[config.mk]
export PLATFORM = sky130hd
export DESIGN_NAME = ppc_seven_seg_display
export DESIGN_NICKNAME = d
export VERILOG_FILES = /design/src/rtl/ppc_disp_pkg.sv /design/src/rtl/seven_seg_decoder.sv /design/src/rtl/ppc_seven_seg_display.sv
export SDC_FILE = /design/constraint.sdc
export NUM_CORES = 1
export LEC_CHECK = 0
export ABC_CLOCK_PERIOD_IN_PS = 3600
export CORE_AREA = 2 2 59 72
export CTS_CLUSTER_SIZE = 24
export DETAILED_ROUTE_END_ITERATION = 16
export DIE_AREA = 0 0 61 74
export PLACE_DENSITY = 0.71
export SETUP_SLACK_MARGIN = 0.5
export SLEW_MARGIN = 25
export SYNTH_ARGS = -nofsm -noshare
export SYNTH_HDL_FRONTEND = slang
export SYNTH_SLANG_ARGS = --single-unit
[constraint.sdc]
create_clock -name clk -period 3.6 [get_ports clk]
set_clock_uncertainty 0.2 [all_clocks]
set_input_delay 0.72 -clock clk [delete_from_list [all_inputs] [get_ports clk]]
set_output_delay 0.72 -clock clk [all_outputs]
set_load 0.005 [all_outputs]
[src/rtl/ppc_disp_pkg.sv]
// Shared constants for the ping-pong counter display stage.
// Segment patterns are active-low, bit order {g,f,e,d,c,b,a}.
package ppc_disp_pkg;

  localparam logic [6:0] SEG_BLANK = 7'b1111111;
  localparam logic [6:0] SEG_UP    = 7'b1011100;  // a,b,f lit
  localparam logic [6:0] SEG_DOWN  = 7'b1100011;  // c,d,e lit

  // Index 0 is the rightmost (least significant) slice.
  localparam logic [9:0][6:0] SEG_DIGITS = {
    7'b0010000,  // 9
    7'b0000000,  // 8
    7'b1111000,  // 7
    7'b0000010,  // 6
    7'b0010010,  // 5
    7'b0011001,  // 4
    7'b0110000,  // 3
    7'b0100100,  // 2
    7'b1111001,  // 1
    7'b1000000   // 0
  };

  localparam logic [1:0] DIG_UNITS  = 2'd0;
  localparam logic [1:0] DIG_TENS   = 2'd1;
  localparam logic [1:0] DIG_DIR_LO = 2'd2;
  localparam logic [1:0] DIG_DIR_HI = 2'd3;

  // Units digit of a 0..15 value without a divider.
  function automatic logic [3:0] units_of(input logic [3:0] v);
    return (v >= 4'd10) ? v - 4'd10 : v;
  endfunction

endpackage

[src/rtl/seven_seg_decoder.sv]
// Combinational BCD to seven-segment decoder, active-low outputs.
// Ports:
//   digit : 4-bit decimal digit (values above 9 decode to blank)
//   blank : force all segments off
//   seg   : {g,f,e,d,c,b,a}, active-low
module seven_seg_decoder
  import ppc_disp_pkg::*;
(
  input  logic [3:0] digit,
  input  logic       blank,
  output logic [6:0] seg
);

  always_comb begin
    seg = SEG_BLANK;
    if (!blank && digit <= 4'd9) seg = SEG_DIGITS[digit];
  end

endmodule

[src/rtl/ppc_seven_seg_display.sv]
// Four-digit multiplexed common-anode display for the ping-pong counter.
// Digits 3..2 show a direction glyph, digits 1..0 show value as "00".."15".
// Inputs are snapshotted once per scan frame (scan counter == 0).
// Ports:
//   clk, rst_n  : clock, asynchronous active-low reset
//   value       : 4-bit counter value
//   direction   : 1 = up, 0 = down
//   an          : digit enables, active-low
//   seg         : segments {g,f,e,d,c,b,a}, active-low
//   frame_start : one-cycle pulse, high in the cycle the new snapshot is shown
// Build option: define PPC_DISP_BLANK_LZ_EN to darken the tens digit when
// the value is below 10 (its anode stays enabled).
module ppc_seven_seg_display
  import ppc_disp_pkg::*;
#(
  parameter int REFRESH_BITS = 17
) (
  input  logic       clk,
  input  logic       rst_n,
  input  logic [3:0] value,
  input  logic       direction,
  output logic [3:0] an,
  output logic [6:0] seg,
  output logic       frame_start
);

  logic [REFRESH_BITS-1:0] cnt;
  logic [1:0]              sel;
  logic                    frame_now;
  logic [3:0]              snap_val;
  logic                    snap_dir;
  logic [3:0]              cur_val;
  logic                    cur_dir;
  logic [3:0]              dec_digit;
  logic                    dec_blank;
  logic [6:0]              dec_seg;
  logic [6:0]              seg_nxt;
  logic [3:0]              an_nxt;

  assign sel       = cnt[REFRESH_BITS-1:REFRESH_BITS-2];
  assign frame_now = (cnt == '0);

  // At counter 0 the output register is loaded from the live inputs, so the
  // first digit of a frame already reflects the snapshot being captured.
  assign cur_val = frame_now ? value     : snap_val;
  assign cur_dir = frame_now ? direction : snap_dir;

  seven_seg_decoder u_dec (
    .digit (dec_digit),
    .blank (dec_blank),
    .seg   (dec_seg)
  );

  always_comb begin
    dec_digit = units_of(cur_val);
    dec_blank = 1'b0;
    seg_nxt   = dec_seg;
    an_nxt    = ~(4'b0001 << sel);
    case (sel)
      DIG_UNITS: dec_digit = units_of(cur_val);
      DIG_TENS: begin
        dec_digit = {3'b000, cur_val >= 4'd10};
`ifdef PPC_DISP_BLANK_LZ_EN
        dec_blank = (cur_val < 4'd10);
`endif
      end
      default: seg_nxt = cur_dir ? SEG_UP : SEG_DOWN;
    endcase
  end

  always_ff @(posedge clk or negedge rst_n) begin
    if (!rst_n) begin
      cnt         <= '0;
      snap_val    <= 4'd0;
      snap_dir    <= 1'b1;
      an          <= 4'b1111;
      seg         <= SEG_BLANK;
      frame_start <= 1'b0;
    end else begin
      cnt         <= cnt + 1'b1;
      if (frame_now) begin
        snap_val <= value;
        snap_dir <= direction;
      end
      an          <= an_nxt;
      seg         <= seg_nxt;
      frame_start <= frame_now;
    end
  end

endmodule

==> run metrics <==
Setup TNS 0 ns; Tcrit/Tclk final 80.7%; cts hold-fix bufs 0; Distinct cells, synth 34; global placement routability congestion 0.784; syn_nets 159; vias in the first global route 1138; H-tree depth 2; Congestion Overflow GR 0; outcome finished clean; Clock Pin Slew Worst Setup and Hold Paths 0.07 ns; layout cell share with drive strength beyond 1 23.8%; Vias/cell 4.98; fin. max-slew vios 0; dpl hpwl 2020 µm; Startpoint Class flip-flop; Clock Tree Buf Depth 2; synthesis-to-finish area growth 20.1%; number of cells on the worst hold path 1; Post-synth EDFFs 0; Syn Area/Cell 11.9 µm²; DR vias 1126; WL final 2820 µm; Clock Latency Late Sink 0.28 ns; Reg-to-Reg End seg[1]$_DFF_PN1_; core footprint 3850 µm²; commonest non-fill, non-tap cell in the layout dfrtp_1; post-synth top area share 32.2%; CTS Buf Count 5; IO Pins 19; Synth Flop Type dfrtp_1; global-route wire length before repair 4960 µm; average wire per cell in the routed design 12.5 µm; worst min-delay path class flip-flop to flip-flop; Worst Max-Slew Pin Slew 0.655 ns; max_slew headroom 56.2%; startpoint of the worst hold path cnt[14]$_DFF_PN0_; RSZ-0062 raised after global routing no; GRT Overall Usage 14.7%; Leakage 0.875 nW; Die Area 4510 µm²; starting density of the core 44.5%; Tmin final 2.91 ns; mapped cell area 1710 µm²; Final Setup Violations 0; Async S/R FF share, synth 100%; IO Port Bufs 18; initial detailed-routing violation count 67; largest net degree at the start of global routing 35; post-synth top area cell dfrtp_1; cell area power density 372 nW/µm²; worst reg2reg startpoint cnt[0]$_DFF_PN0_; die boundary height 74 µm; Syn Inst Count 144; remaining antenna violation count 0; clock sink total 34; row count 25; TritonCTS clock tree built; WP data required 3.60 ns; NumNets Final 186; CP Class flip-flop to flip-flop; register area share after synthesis 50.6%; Yosys warning count 0; R2R cell count 9; drt first pass iters 4; CP arrival 2.91 ns; max_cap viols 0; # diodes 0; Area contributors post-synth dfrtp_1 (32%), dfstp_2 (18%), ha_1 (5.8%); Die Width 61 µm; VDD IR max 0.180 mV; initial antenna violation count 0; clk root buf clkbuf_8; flop-to-flop setup slack 0.69 ns; FMAX 0.344 GHz; CP endpoint kind flip-flop; commonest cells after routing, fill and taps aside dfrtp_1 (22), clkdlybuf4s50_1 (18), dfstp_2 (12); Fin. Hold Viols 0; post-CTS sizing 0; Max Fanout on Critical Path 7; DRC 0; synthesized flop and latch total 34; Post-Route Utilization 53.4%; hold-critical path endpoint cnt[14]$_DFF_PN0_
## per-layer routing
metal	track usage (%)	vias up	share of wire, %	routed length (µm)
met2	23.7	26	49	1380
met4	7.97	0	2.5	71
met5	0	-	0	0
met3	3.48	8	4.0	112
li1	-	552	-	-
met1	18.2	540	45	1260
## sequential cells by signal, summed over array words and instances, names as in the netlist
register,count
seg,7
snap_dir,1
snap_val,4
cnt,17
frame_start,1
an,4
## power by group
part           internal (W)  switching (W)  total (W)
Combinational     0.0000388      0.0000326  0.0000714
Sequential         0.000400     0.00000478   0.000405
Clock              0.000154       0.000135   0.000288
Total              0.000592       0.000172   0.000764
## worst max path at each step
| stage | to | from | slack [ns] | cells after the start |
|---|---|---|---|---|
| 4_1_cts | seg[3]$_DFF_PN1_ | cnt[0]$_DFF_PN0_ | 0.60 | 9 |
| 2_1_floorplan | seg[3]$_DFF_PN1_ | cnt[0]$_DFF_PN0_ | 0.81 | 10 |
| 5_1_grt | seg[3]$_DFF_PN1_ | cnt[0]$_DFF_PN0_ | 0.51 | 9 |
| 6_report | seg[1]$_DFF_PN1_ | cnt[0]$_DFF_PN0_ | 0.69 | 9 |
| 3_5_place_dp | seg[3]$_DFF_PN1_ | value[3] | 0.43 | 8 |
| 3_3_place_gp | seg[3]$_DFF_PN1_ | value[3] | 0.48 | 8 |
## critical path, stage by stage (launching register included)
cell and delay, ns:
dfrtp_1 0.42, inv_1 0.09, ha_1 0.13, nor4b_2 0.23
and4_4 0.31, mux2_2 0.35, or2_2 0.32, ha_1 0.23
o31a_4 0.39, a21oi_1 0.17
## cells in the mapped netlist (2+ instances only)
library cell / n
inv_1: 8
nor3b_1: 2
o21ai_0: 4
a21oi_1: 5
nor4b_1: 2
xor2_1: 4
nand3_1: 10
o22ai_1: 3
nor4_2: 2
mux2_2: 8
dfrtp_1: 22
xnor2_1: 11
nor2b_1: 5
o21a_1: 2
or2_2: 2
mux2i_1: 6
ha_1: 8
nand4_1: 3
nand2_1: 5
dfstp_2: 12
and3_1: 3
nor2_1: 5
## final cells by class
type | count | area (µm²)
clock buffers | 6 | 82.6
fillers | 336 | 1790
flip-flops and latches | 34 | 866
clock inverters | 2 | 12.5
inverters | 8 | 30.0
multi-input cells | 99 | 779
well taps | 54 | 67.6
repair buffers | 23 | 218
## kinds of logic after synthesis
family	count (synthesis)	synth area share [%]
AOI/OAI and AO/OA	16	6.14
buffers and inverters	11	3.87
DFF	34	50.6
and+or+nand+nor	45	16.3
adders and majority gates	8	5.85
muxes	15	9.58
xor gates and xnor gates	15	7.68
## what timing repair did
item	CTS	global route
hold endpoints to repair	0	0
setup endpoints to repair	0	7
buffers inserted	0	4
## stage by stage
| stage | hold slack [ns] | setup slack [ns] | std cells | power [W] | area, µm² |
|---|---|---|---|---|---|
| floorplan | 0.224 | 0.812 | 144 | 0.000444 | 1710 |
| global placement | 0.288 | 0.480 | 214 | 0.000482 | 1930 |
| detailed placement | 0.302 | 0.425 | 214 | 0.000484 | 1930 |
| CTS | 0.317 | 0.603 | 222 | 0.000774 | 2030 |
| global route | 0.333 | 0.510 | 226 | 0.000801 | 2060 |
| finish | 0.313 | 0.695 | 226 | 0.000764 | 2060 |
Power figures use the tool's default switching activity.
